File: src/rtl/dmem_ctrl_pkg.sv
// Shared definitions for the data-memory controller: bus widths and the
// 3-bit FSM state encodings.
package dmem_ctrl_pkg;

  localparam int RISCV_WORD_WIDTH = 32;
  localparam int RISCV_ADDR_WIDTH = 32;

  typedef enum logic [2:0] {
    ST_IDLE   = 3'd0,
    ST_ACCESS = 3'd1,
    ST_CAPT   = 3'd2,
    ST_WAIT   = 3'd3,
    ST_RESP   = 3'd4
  } dmem_state_e;

  // Counter preload so that WAIT lasts exactly ws cycles.
  function automatic logic [3:0] wait_load(int unsigned ws);
    return (ws == 0) ? 4'd0 : 4'(ws - 1);
  endfunction

endpackage

File: src/rtl/dmem_wait_cnt.sv
// 4-bit loadable down-counter with zero flag; times the wait states.
module dmem_wait_cnt (
  input  logic       clk_i,
  input  logic       rst_ni,
  input  logic       load_i,
  input  logic [3:0] load_val_i,
  input  logic       dec_i,
  output logic       zero_o
);

  logic [3:0] cnt_q;
  logic [3:0] cnt_d;

  always_comb begin
    cnt_d = cnt_q;
    if (load_i) begin
      cnt_d = load_val_i;
    end else if (dec_i && (cnt_q != 4'd0)) begin
      cnt_d = cnt_q - 4'd1;
    end
  end

  always_ff @(posedge clk_i or negedge rst_ni) begin
    if (!rst_ni) begin
      cnt_q <= 4'd0;
    end else begin
      cnt_q <= cnt_d;
    end
  end

  assign zero_o = (cnt_q == 4'd0);

endmodule

File: src/rtl/dmem_ctrl.sv
// Data-memory controller: LSU valid/ready port to single-port SRAM with wait states.
// Optional address window check enabled by defining DMEM_CTRL_RANGE_CHECK_EN.
//
// state  | meaning
// IDLE   | waiting for a request, latches it on dmem_valid_i
// ACCESS | SRAM chip select cycle from the latched request
// CAPT   | SRAM read data captured (zero for writes)
// WAIT   | programmable wait states
// RESP   | one-cycle dmem_ready_o
module dmem_ctrl
  import dmem_ctrl_pkg::*;
#(
  parameter logic [31:0] BASE_ADDR   = 32'h0000_0000,
  parameter int unsigned DEPTH_WORDS = 1024,
  parameter int unsigned WAIT_STATES = 0
) (
  input  logic                           clk_i,
  input  logic                           rst_ni,
  input  logic                           dmem_valid_i,
  input  logic [RISCV_ADDR_WIDTH-1:0]    dmem_addr_i,
  input  logic [3:0]                     dmem_we_i,
  input  logic [RISCV_WORD_WIDTH-1:0]    dmem_wdata_i,
  output logic                           dmem_ready_o,
  output logic [RISCV_WORD_WIDTH-1:0]    dmem_rdata_o,
  output logic                           dmem_err_o,
  output logic                           sram_cs_o,
  output logic [3:0]                     sram_we_o,
  output logic [$clog2(DEPTH_WORDS)-1:0] sram_addr_o,
  output logic [31:0]                    sram_wdata_o,
  input  logic [31:0]                    sram_rdata_i
);

  localparam int unsigned AW      = $clog2(DEPTH_WORDS);
  localparam logic [3:0]  WS_LOAD = wait_load(WAIT_STATES);

  dmem_state_e                 state_q, state_d;
  logic [AW-1:0]               addr_q, addr_d;
  logic [3:0]                  we_q, we_d;
  logic [RISCV_WORD_WIDTH-1:0] wdata_q, wdata_d;
  logic [RISCV_WORD_WIDTH-1:0] rdata_q, rdata_d;
  logic                        err_q, err_d;
  logic                        cnt_load, cnt_dec, cnt_zero;
  logic                        range_err;
  logic                        unused_addr;

`ifdef DMEM_CTRL_RANGE_CHECK_EN
  // 33-bit window limit so a window ending at 4 GiB does not wrap.
  localparam logic [32:0] LIMIT = {1'b0, BASE_ADDR} + (33'(DEPTH_WORDS) * 33'd4);
  assign range_err   = ({1'b0, dmem_addr_i} < {1'b0, BASE_ADDR}) ||
                       ({1'b0, dmem_addr_i} >= LIMIT);
  assign unused_addr = ^dmem_addr_i[1:0];
`else
  localparam logic [31:0] unused_base = BASE_ADDR;
  assign range_err   = 1'b0;
  assign unused_addr = ^{dmem_addr_i[RISCV_ADDR_WIDTH-1:AW+2], dmem_addr_i[1:0]};
`endif

  dmem_wait_cnt u_wait_cnt (
    .clk_i      (clk_i),
    .rst_ni     (rst_ni),
    .load_i     (cnt_load),
    .load_val_i (WS_LOAD),
    .dec_i      (cnt_dec),
    .zero_o     (cnt_zero)
  );

  always_ff @(posedge clk_i or negedge rst_ni) begin
    if (!rst_ni) begin
      state_q <= ST_IDLE;
      addr_q  <= '0;
      we_q    <= '0;
      wdata_q <= '0;
      rdata_q <= '0;
      err_q   <= 1'b0;
    end else begin
      state_q <= state_d;
      addr_q  <= addr_d;
      we_q    <= we_d;
      wdata_q <= wdata_d;
      rdata_q <= rdata_d;
      err_q   <= err_d;
    end
  end

  always_comb begin
    state_d  = state_q;
    addr_d   = addr_q;
    we_d     = we_q;
    wdata_d  = wdata_q;
    rdata_d  = rdata_q;
    err_d    = err_q;
    cnt_load = 1'b0;
    cnt_dec  = 1'b0;
    unique case (state_q)
      ST_IDLE: begin
        if (dmem_valid_i) begin
          addr_d  = dmem_addr_i[AW+1:2];
          we_d    = dmem_we_i;
          wdata_d = dmem_wdata_i;
          if (range_err) begin
            rdata_d = '0;
            err_d   = 1'b1;
            state_d = ST_RESP;
          end else begin
            state_d = ST_ACCESS;
          end
        end
      end
      ST_ACCESS: state_d = ST_CAPT;
      ST_CAPT: begin
        rdata_d = (we_q == 4'd0) ? sram_rdata_i : '0;
        err_d   = 1'b0;
        if (WAIT_STATES == 0) begin
          state_d = ST_RESP;
        end else begin
          cnt_load = 1'b1;
          state_d  = ST_WAIT;
        end
      end
      ST_WAIT: begin
        cnt_dec = 1'b1;
        if (cnt_zero) state_d = ST_RESP;
      end
      ST_RESP: state_d = ST_IDLE;
      default: state_d = ST_IDLE;
    endcase
  end

  always_comb begin
    dmem_ready_o = (state_q == ST_RESP);
    sram_cs_o    = (state_q == ST_ACCESS);
    sram_we_o    = (state_q == ST_ACCESS) ? we_q : 4'd0;
  end

  assign sram_addr_o  = addr_q;
  assign sram_wdata_o = wdata_q;
  assign dmem_rdata_o = rdata_q;
  assign dmem_err_o   = err_q;

endmodule

File: config.mk
export PLATFORM = sky130hd
export DESIGN_NAME = dmem_ctrl
export DESIGN_NICKNAME = d
export VERILOG_FILES = /design/src/rtl/dmem_ctrl_pkg.sv /design/src/rtl/dmem_wait_cnt.sv /design/src/rtl/dmem_ctrl.sv
export SDC_FILE = /design/constraint.sdc
export NUM_CORES = 1
export LEC_CHECK = 0
export BUFFER_PORTS_ARGS = -buffer_cell sky130_fd_sc_hd__buf_4
export CAP_MARGIN = 20
export CORE_ASPECT_RATIO = 2
export CORE_MARGIN = 2
export CORE_UTILIZATION = 44
export CTS_CLUSTER_SIZE = 30
export DETAILED_ROUTE_END_ITERATION = 7
export GPL_ROUTABILITY_DRIVEN = 0
export PLACE_DENSITY_LB_ADDON = 0.05
export SLEW_MARGIN = 20
export SYNTH_ARGS = -nofsm -noshare
export SYNTH_HDL_FRONTEND = slang
export SYNTH_SLANG_ARGS = --single-unit
File: constraint.sdc
create_clock -name clk_i -period 1.72 [get_ports clk_i]
set_input_delay 0.258 -clock clk_i [delete_from_list [all_inputs] [get_ports clk_i]]
set_output_delay 0.258 -clock clk_i [all_outputs]
set_load 0.01 [all_outputs]
==> reports/qor.yml <==
synth:
  postSynthRegisterBits: 85
  ys_async_sr_fraction_pct: 100
  syn_area_mm2: 0.00330
  synthesis.area_per_instance_um2: 16.1
  synth_cell_types: 27
  yosys-top-cells-count: "dfrtp_1, mux2_2, a22o_2"
  synth.net_count: 309
  synth.top_cell.area_share_pct: 64.4
  synth_ff_type: "dfrtp_1"
  synthTopCellsByArea: "dfrtp_1, mux2_2, a22o_2, a22o_1, buf_6"
  synthDominantAreaCellType: "dfrtp_1"
  post_synthesis_cells: 205
  synth_seq_area_share_pct: 64.4
  synth-edff-count: 0
  synth_most_common_cell: "dfrtp_1"
  yosys_warnings: 0
clock_tree:
  tritoncts.num_buffers: 9
  worstSkewPairLatency_ps: 330
  clock-sinks: 85
  ctsRootBufferMaster: "clkbuf_16"
  cts_max_level: 3
  worst_setup_hold_path_clk_slew_ps: 60
  tritoncts: "built"
  clock_tree.buffer_depth: 2
  cts_setup_buffers: 0
worst_setup_path:
  timing.critical_path.required_ps: 1460
  crit_arrival_ps: 1390
  critPathCaptureType: "output port"
  timing.critical_path.from_type: "flip-flop"
  cp_max_fanout: 6
  criticalPathCategory: "flip-flop to output port"
placement:
  port_buffers: 160
  placedCellCount: 453
  dp_hpwl_um: 5730
timing:
  fmax_mhz: 608
  finalCriticalPeriod_ps: 1640
  finalHoldViolations: 0
  drv_slew: 0
  finalSetupViolations: 0
  worst_clock_skew_ps: 4.75
  final_min_period_over_clock_period_pct: 95.6
  finalSetupTns_ps: 0
  setup_repair_after_global_routing_missed_its_margin: "no"
cells_and_area:
  fin_util_pct: 68.2
  drive_above_1_share_pct: 69.6
  fin_cells: 470
  final_net_count: 477
  area_growth_synth_to_finish_pct: 50.1
  fill_cell_instance_count_of_the_final_layout: 585
  n_antenna_cell: 0
die:
  floorplan.die.height_um: 126
  die_outline_area_mm2: 0.00825
  io_pins: 184
  floorplan.rows: 44
  dieWidth_um: 65.2
  core_mm2: 0.00727
  initial_utilization_pct: 45.4
global_routing:
  grt_residual_overflow: 0
  first_pass_grt_wire_length_um: 11900
  grt_max_degree: 40
  antenna_found_initial: 0
  first_global_vias: 2460
  grt.total_usage_pct: 19.0
route:
  dr_total_vias: 2312
  drt_wl_total_um: 7590
  via_per_inst: 4.92
  detail-route-antenna-nets: 0
  detailedRoute.firstIterationViolations: 89
  drc_errors: 0
  wire_per_inst_um: 16.1
  number_of_iterations_in_the_first_detailed_routing_pass: 4
outcome:
  outcome: "finished, final reports clean"
pwr:
  p_per_area_mw_per_mm2: 1780
  irDropWorstVdd_v: 0.00104
  p_leak_nw: 2.49
flow_run:
  drv_cap: 0
min_path:
  hp-class: "input port to flip-flop"
[repair_timing]
| item | CTS | global route |
|---|---|---|
| pin swaps | 0 | 0 |
| resized for setup | 1 | 2 |
| hold endpoints to repair | 28 | 0 |
| hold buffers | 1 | 0 |
| setup endpoints to repair | 1 | 4 |
[state kept, by name, summed over array words and instances (netlist names)]
register          flops
sram_wdata_o         32
we_q                  4
sram_addr_o          10
dmem_rdata_o         32
state_q               3
u_wait_cnt.cnt_q      4
[cells in the final DEF (no fill, tap or decap), types with 2 or more instances in the layout]
cell       synthesis  layout
nor2_1             2       2
or2_2              2       2
buf_4              5     165
a22o_2            23      23
mux2_2            47      47
buf_12             0       4
a22o_1             9       9
dfrtp_1           85      83
dfrtp_2            0       2
clkbuf_8           3       3
and2_1             4       4
nor3b_1            3       2
clkbuf_16          0       9
clkinv_4           0       2
inv_1              3       3
[layout make-up]
class / count / area, µm² / area share (%)
multi-input combinational: 104 / 1050 / 21.1
clock inverter: 4 / 55.1 / 1.11
timing repair buffer: 170 / 1330 / 26.8
inverter: 3 / 11.3 / 0.227
tap: 92 / 115 / 2.32
sequential: 85 / 2130 / 43.0
clock buffer: 12 / 267 / 5.38
[cell families after synthesis]
group,after synthesis,share of synthesized area [%]
flip-flops,85,64.4
adder cells (fa/ha/maj),1,0.379
AND/OR/NAND/NOR,18,4.32
multiplexers,48,16.3
buffers and inverters,16,4.25
AO/OA/AOI/OAI,35,9.89
other,1,0.114
XOR/XNOR,1,0.265
[worst paths after layout]
| kind | start | to | slack (ps) | cells past startpoint |
|---|---|---|---|---|
| worst max-delay path | state_q[0] | sram_we_o[2] | 80 | 4 |
| worst min-delay path | sram_rdata_i[18] | dmem_rdata_o[18] | 140 | 2 |
| worst max register to register | state_q[1] | sram_wdata_o[30] | 100 | 3 |
| worst min register to register | sram_wdata_o[31] | sram_wdata_o[31] | 500 | 1 |
| max in group asynchronous | rst_ni | state_q[1] | 720 | 3 |
| min in group asynchronous | rst_ni | sram_wdata_o[9] | 400 | 2 |
[worst max-delay path, cell delays in order (launching register included)]
cell	delay, ps
dfrtp_2	440
nor3b_2	170
buf_4	150
and2_1	150
buf_4	140
[where the power goes]
| group | total, mW | switching, mW | internal (mW) |
|---|---|---|---|
| sequential | 3.31 | 0.467 | 2.84 |
| clock | 1.99 | 0.744 | 1.25 |
| combinational | 3.50 | 1.40 | 2.10 |
| total | 8.80 | 2.61 | 6.19 |
[metrics by stage]
step	worst slack (ps)	cell area (µm²)	hold slack, ps	power, mW
after detailed placement	98.2	4610	205	6.89
final	76.3	4950	145	8.80
after floorplan	203	3300	-37.6	5.12
after CTS	20.8	4950	130	8.92
after global routing	6.34	4950	133	9.28
after global placement	123	4610	205	6.81
[layer usage]
metal	part of all wire, %	global-route usage, %	vias up
li1	-	-	1078
met1	36	20.2	1134
met2	56	34.5	92
met3	6.0	4.70	8
met4	1.5	8.58	0
met5	0	0	-
(Power assumes the default switching activity.)
